`src/rtl/adsr_envelope_pkg.sv`:
```
// Shared definitions for the ADSR envelope stage.
//   adsr_state_e : FSM state encoding, also exported on the 'state' port
//   ENV_W/WAVE_W : default envelope / sample widths
//   ENV_FULL     : full-scale envelope (approximately unity gain)
package adsr_envelope_pkg;

    localparam int WAVE_W = 21;
    localparam int ENV_W  = 16;

    localparam logic [ENV_W-1:0] ENV_FULL = {ENV_W{1'b1}};

    typedef enum logic [2:0] {
        IDLE    = 3'd0,
        ATTACK  = 3'd1,
        DECAY   = 3'd2,
        SUSTAIN = 3'd3,
        RELEASE = 3'd4
    } adsr_state_e;

endpackage

```
`src/rtl/adsr_scale_pipe.sv`:
```
// Two-stage signed multiply/shift applying the envelope gain to a sample.
//   clk, rst_n : clock, async active-low reset (clears valid pipe and data)
//   in_wave    : signed sample, captured on in_valid
//   in_valid   : one-cycle sample strobe
//   env        : unsigned gain sampled alongside in_wave
//   out_wave   : floor((in_wave * env) / 2^ENV_WIDTH), holds between strobes
//   out_valid  : strobe two clocks after in_valid
module adsr_scale_pipe #(
    parameter int WAVE_WIDTH = 21,
    parameter int ENV_WIDTH  = 16
) (
    input  logic                  clk,
    input  logic                  rst_n,
    input  logic [WAVE_WIDTH-1:0] in_wave,
    input  logic                  in_valid,
    input  logic [ENV_WIDTH-1:0]  env,
    output logic [WAVE_WIDTH-1:0] out_wave,
    output logic                  out_valid
);

    // Product width: signed sample times a zero-extended (always positive) gain.
    localparam int PW  = WAVE_WIDTH + ENV_WIDTH + 1;
    localparam int LAT = 2;

    logic signed [PW-1:0] wave_x, env_x, prod_q;
    logic [LAT-1:0]       vld_pipe;

    assign wave_x = {{(ENV_WIDTH + 1){in_wave[WAVE_WIDTH-1]}}, in_wave};
    assign env_x  = {{(WAVE_WIDTH + 1){1'b0}}, env};

    always_ff @(posedge clk or negedge rst_n) begin
        if (!rst_n) begin
            vld_pipe <= '0;
            prod_q   <= '0;
            out_wave <= '0;
        end else begin
            vld_pipe <= {vld_pipe[LAT-2:0], in_valid};
            if (in_valid)
                prod_q <= wave_x * env_x;
            // Arithmetic shift by ENV_WIDTH then truncate: floor rounding.
            // The gain is below 1, so the kept bits cannot overflow.
            if (vld_pipe[0])
                out_wave <= prod_q[ENV_WIDTH +: WAVE_WIDTH];
        end
    end

    assign out_valid = vld_pipe[LAT-1];

    // Fraction bits and the redundant sign bit are dropped by the shift.
    logic [ENV_WIDTH:0] unused_prod;
    assign unused_prod = {prod_q[PW-1], prod_q[ENV_WIDTH-1:0]};

endmodule

```
`src/rtl/adsr_envelope.sv`:
```
// ADSR amplitude envelope following the NCO. The envelope steps once per
// input sample; the sample is scaled by the envelope value held in the
// cycle it arrives (pre-update), with two clocks of latency.
//   clk, rst_n     : clock, async active-low reset
//   gate           : note on level; rising edge -> ATTACK, falling -> RELEASE
//   attack_step    : per-sample increment in ATTACK (0 = instant)
//   decay_step     : per-sample decrement in DECAY (0 = instant)
//   sustain_level  : SUSTAIN target, tracked live
//   release_step   : per-sample decrement in RELEASE (0 = instant)
//   in_wave/valid  : signed sample and strobe from the NCO
//   out_wave/valid : scaled sample and strobe
//   env, state     : current envelope value and FSM state
module adsr_envelope
    import adsr_envelope_pkg::*;
#(
    parameter int WAVE_WIDTH = WAVE_W,
    parameter int ENV_WIDTH  = ENV_W
) (
    input  logic                  clk,
    input  logic                  rst_n,
    input  logic                  gate,
    input  logic [ENV_WIDTH-1:0]  attack_step,
    input  logic [ENV_WIDTH-1:0]  decay_step,
    input  logic [ENV_WIDTH-1:0]  sustain_level,
    input  logic [ENV_WIDTH-1:0]  release_step,
    input  logic [WAVE_WIDTH-1:0] in_wave,
    input  logic                  in_valid,
    output logic [WAVE_WIDTH-1:0] out_wave,
    output logic                  out_valid,
    output logic [ENV_WIDTH-1:0]  env,
    output logic [2:0]            state
);

    localparam logic [ENV_WIDTH-1:0] FULL = {ENV_WIDTH{1'b1}};

    adsr_state_e          state_q, state_d;
    logic [ENV_WIDTH-1:0] env_q, env_d;
    logic                 gate_q;
    logic                 gate_rise, gate_fall;
    logic [ENV_WIDTH:0]   att_sum, dec_diff;

    assign gate_rise = gate & ~gate_q;
    assign gate_fall = ~gate & gate_q;

    // One extra bit so the attack sum cannot wrap and a decay step larger
    // than env shows up as a borrow.
    assign att_sum  = {1'b0, env_q} + {1'b0, attack_step};
    assign dec_diff = {1'b0, env_q} - {1'b0, decay_step};

    always_ff @(posedge clk or negedge rst_n) begin
        if (!rst_n) begin
            state_q <= IDLE;
            env_q   <= '0;
            gate_q  <= 1'b0;
        end else begin
            state_q <= state_d;
            env_q   <= env_d;
            gate_q  <= gate;
        end
    end

    always_comb begin
        state_d = state_q;
        env_d   = env_q;
        // Gate edges win over a coincident sample: state moves, env holds.
        // A retrigger keeps the current env so attack continues from it.
        if (gate_rise) begin
            state_d = ATTACK;
        end else if (gate_fall) begin
            if (state_q != IDLE)
                state_d = RELEASE;
        end else if (in_valid) begin
            case (state_q)
                IDLE: env_d = '0;
                ATTACK: begin
                    if (attack_step == '0 || att_sum >= {1'b0, FULL}) begin
                        env_d   = FULL;
                        state_d = DECAY;
                    end else begin
                        env_d = att_sum[ENV_WIDTH-1:0];
                    end
                end
                DECAY: begin
                    // Also snaps upward if sustain was raised above env.
                    if (decay_step == '0 || env_q <= sustain_level ||
                        dec_diff[ENV_WIDTH] ||
                        dec_diff[ENV_WIDTH-1:0] <= sustain_level) begin
                        env_d   = sustain_level;
                        state_d = SUSTAIN;
                    end else begin
                        env_d = dec_diff[ENV_WIDTH-1:0];
                    end
                end
                SUSTAIN: env_d = sustain_level;
                RELEASE: begin
                    if (release_step == '0 || env_q <= release_step) begin
                        env_d   = '0;
                        state_d = IDLE;
                    end else begin
                        env_d = env_q - release_step;
                    end
                end
                default: begin
                    env_d   = '0;
                    state_d = IDLE;
                end
            endcase
        end
    end

    assign env   = env_q;
    assign state = state_q;

    adsr_scale_pipe #(
        .WAVE_WIDTH (WAVE_WIDTH),
        .ENV_WIDTH  (ENV_WIDTH)
    ) u_scale (
        .clk       (clk),
        .rst_n     (rst_n),
        .in_wave   (in_wave),
        .in_valid  (in_valid),
        .env       (env_q),
        .out_wave  (out_wave),
        .out_valid (out_valid)
    );

endmodule

```
`config.mk`:
```
export PLATFORM = sky130hd
export DESIGN_NAME = adsr_envelope
export DESIGN_NICKNAME = d
export VERILOG_FILES = /design/src/rtl/adsr_envelope_pkg.sv /design/src/rtl/adsr_scale_pipe.sv /design/src/rtl/adsr_envelope.sv
export SDC_FILE = /design/constraint.sdc
export NUM_CORES = 1
export LEC_CHECK = 0
export ABC_AREA = 1
export CAP_MARGIN = 20
export CELL_PAD_IN_SITES_DETAIL_PLACEMENT = 0
export CELL_PAD_IN_SITES_GLOBAL_PLACEMENT = 1
export CORE_UTILIZATION = 49
export DETAILED_ROUTE_END_ITERATION = 10
export GPL_ROUTABILITY_DRIVEN = 0
export PLACE_DENSITY = 0.91
export SLEW_MARGIN = 15
export SYNTH_ARGS = -nofsm -noshare
export SYNTH_HDL_FRONTEND = slang
export SYNTH_SLANG_ARGS = --single-unit
export TNS_END_PERCENT = 100
```
`constraint.sdc`:
```
create_clock -name clk -period 16.5 [get_ports clk]
set_input_delay 2.475 -clock clk [delete_from_list [all_inputs] [get_ports clk]]
set_output_delay 2.475 -clock clk [all_outputs]
set_load 0.05 [all_outputs]
```
==> impl_metrics.yaml <==
clock_network:
  ctsHoldBuffers: 0
  cts-htree-levels: 3
  root_buffer: "clkbuf_16"
  post_cts_resized: 0
  cts_setup_buffers: 0
  clkSinkCount: 64
  cts_tree: "yes"
  clockBufferDepth: 2
  cts_buffers: 9
  clock_latency_ns: 0.35
  path_clk_slew_ns: 0.06
floorplan:
  die_w_um: 201.6
  num_rows: 72
  ios: 130
  die_y_um: 201.6
  start_util_pct: 50.05
  core-area_mm2: 0.03901
  die-area_mm2: 0.04065
critical_path:
  cp.arrival_ns: 8.94
  crit_start: "in_wave[20]"
  reg2reg_from: "env[12]$_DFFE_PN0P_"
  reg2reg_depth: 22
  critical_path_class: "primary input to flip-flop"
  r2r-end: "u_scale.prod_q[36]$_DFFE_PN0P_"
  crit_required_ns: 16.74
  path_cells: "clkdlybuf4s50_1 -> nand2_1 -> fa_1 -> inv_1 -> fa_1 -> fa_1 -> fa_1 -> fa_1 -> inv_1 -> fa_1 -> inv_1 -> ha_1 -> a21oi_1 -> inv_1 -> a31oi_1 -> o21ai_0 -> a21oi_1 -> nand2_1 -> nand2_1 -> nand3_1 -> nand3_1 -> nand2_1"
  crit_top_cell: "fa_1"
  crit_fanout: 16
  end_kind: "flip-flop"
  cp-endpoint: "u_scale.prod_q[36]$_DFFE_PN0P_"
  slowest_stage: "clkdlybuf4s50_1"
  start_kind: "primary input"
  cpPeakStageDelay_ns: 0.86
  rrSetupSlack_ns: 9.92
outcome:
  outcome: "finished, final reports clean"
global_routing:
  grt_pass1_wl_um: 90540
  first_global_vias: 18010
  grt_antenna_before_repair: 1
  overflow: 0
  track_usage_pct: 28.00
  grt_max_degree: 65
sta:
  tightestPinTransition_ns: 0.9392
  period_needed_ns: 8.702
  slew_headroom_pct: 37.38
  final_min_period_over_clock_period_pct: 52.74
  setup_viol: 0
  finalMaxSlewViolations: 0
  fin_setup_tns_ns: 0
  worst_clock_skew_ns: 0.009820
  fmax_mhz: 114.9
  hold_viol: 0
  rsz0062_at_grt: "false"
logic_synthesis:
  synth_edf_count: 0
  synth-seq-cells: 64
  ys_warn_count: 0
  syn_inst: 2677
  synth_cell_type_count: 49
  netlist_area_mm2: 0.01952
  synth_seq_area_share_pct: 8.203
  synthArstFlopShare_pct: 100.0
  synth_ff_type: "dfrtp_1"
  avgSynthCellArea_um2: 7.293
  syn_nets: 3269
detailed_routing:
  drc_errors: 0
  routed_wl_um: 53840
  num_vias: 17090
  viasPerCell: 5.230
  first_pass_iters: 5
  drtIter0Drc: 1250
  ant_nets: 0
  wire_per_inst_um: 16.48
layout:
  fin_nets: 3335
  final-seq-area_mm2: 0.001602
  layout-drive-gt1-share_pct: 3.020
  multiInputGateArea_mm2: 0.01479
  final.fill_count: 3716
  areaGrowthSynthToFinish_pct: 10.23
placed_design:
  hpwl_um: 44360
  portBuffers: 129
worst_hold_path:
  min_path_type: "flip-flop to flip-flop"
flow_run:
  max-cap-violations: 0
-- per-stage QoR --
step / instances / setup slack, ns / hold WS [ns] / instance area, um^2 / utilization, %
after CTS: 3265 / 7.923 / 0.4801 / 21510 / 55.13
after floorplan: 2677 / 8.371 / 0.3519 / 19520 / -
after global routing: 3267 / 7.439 / 0.5208 / 21520 / 55.17
after detailed placement: 3249 / 7.559 / 0.4628 / 21180 / 54.29
after global placement: 3249 / 7.582 / 0.4678 / 21180 / 54.29
final: 3267 / 7.798 / 0.4745 / 21520 / 55.17
-- flip-flops by register name, summed over array words and instances (netlist names) --
register	count
gate_q	1
state	3
env	16
u_scale.out_wave	21
u_scale.prod_q	21
u_scale.vld_pipe	2
-- area by class of cell --
| type | count | share of cell area, % |
|---|---|---|
| multi-input cells | 1795 | 68.73 |
| inverters | 725 | 12.64 |
| flip-flops and latches | 64 | 7.441 |
| repair buffers | 148 | 6.639 |
| well taps | 518 | 3.011 |
| clock buffers | 9 | 1.046 |
| clock inverters | 7 | 0.4767 |
| diodes | 1 | 0.01163 |
-- critical path, delay by kind of cell --
kind | cells | cell delay, ns
simple gates | 6 | 0.72
buf+inv | 5 | 1.13
compound gates | 4 | 1.03
fa+ha+maj | 7 | 3.58
-- cell usage after synthesis (18+ instances only) --
library cell,n,area share [%]
nor3_1,18,0.46
dfrtp_1,64,8.2
o21ai_0,53,1.4
a21oi_1,92,2.4
clkbuf_1,77,1.5
nand2_1,732,14
fa_1,331,34
xnor2_1,22,0.99
nand3_1,103,2.6
ha_1,172,11
nand3b_1,23,0.88
inv_1,722,14
nor2_1,98,1.9
-- cells by family (layout without fill, tap and decap cells) --
family / after synthesis / after routing / share of synthesized area (%)
compound gates: 203 / 203 / 5.877
other cells: 0 / 1 / 0
buf+inv: 818 / 889 / 16.09
mux: 17 / 17 / 0.9805
simple gates: 1033 / 1033 / 22.14
flops: 64 / 64 / 8.203
xor+xnor: 39 / 39 / 1.750
fa+ha+maj: 503 / 503 / 44.96
-- cells in the final DEF (no fill, tap or decap), drive strengths merged, types with 7 or more instances in the layout --
cell | netlist | layout
a21o | 10 | 10
a21oi | 93 | 93
a31oi | 11 | 11
buf | 14 | 20
clkbuf | 79 | 9
clkdlybuf4s50 | 0 | 128
dfrtp | 64 | 64
fa | 331 | 331
ha | 172 | 172
inv | 724 | 726
mux2 | 17 | 17
nand2 | 733 | 733
nand3 | 111 | 111
nand3b | 23 | 23
nand4 | 19 | 19
nor2 | 102 | 102
nor3 | 20 | 20
nor4 | 13 | 13
o21ai | 55 | 55
o21bai | 9 | 9
o22ai | 9 | 9
or2 | 7 | 7
xnor2 | 22 | 22
xor2 | 17 | 17
-- layer usage --
| metal | track usage [%] | wire (um) | part of all wire, % | vias up |
|---|---|---|---|---|
| li1 | - | - | - | 8035 |
| met4 | 8.983 | 1589 | 3.0 | 0 |
| met1 | 37.37 | 23580 | 44 | 8367 |
| met5 | 0 | 0 | 0 | - |
| met3 | 3.401 | 3271 | 6.1 | 92 |
| met2 | 47.29 | 25400 | 47 | 593 |
-- worst min-delay path by stage --
stage	start	end	slack, ns	cells past startpoint
after CTS	u_scale.prod_q[19]$_DFFE_PN0P_	u_scale.prod_q[19]$_DFFE_PN0P_	0.48	2
after floorplan	u_scale.vld_pipe[0]$_DFF_PN0_	u_scale.vld_pipe[1]$_DFF_PN0_	0.35	0
after global placement	u_scale.prod_q[19]$_DFFE_PN0P_	u_scale.prod_q[19]$_DFFE_PN0P_	0.47	2
final	u_scale.prod_q[19]$_DFFE_PN0P_	u_scale.prod_q[19]$_DFFE_PN0P_	0.47	2
after detailed placement	u_scale.prod_q[19]$_DFFE_PN0P_	u_scale.prod_q[19]$_DFFE_PN0P_	0.46	2
after global routing	u_scale.prod_q[24]$_DFFE_PN0P_	u_scale.prod_q[24]$_DFFE_PN0P_	0.52	2
Power is not shown: default switching activity piles up to over one toggle a cycle in this logic, so the estimate is an artifact.
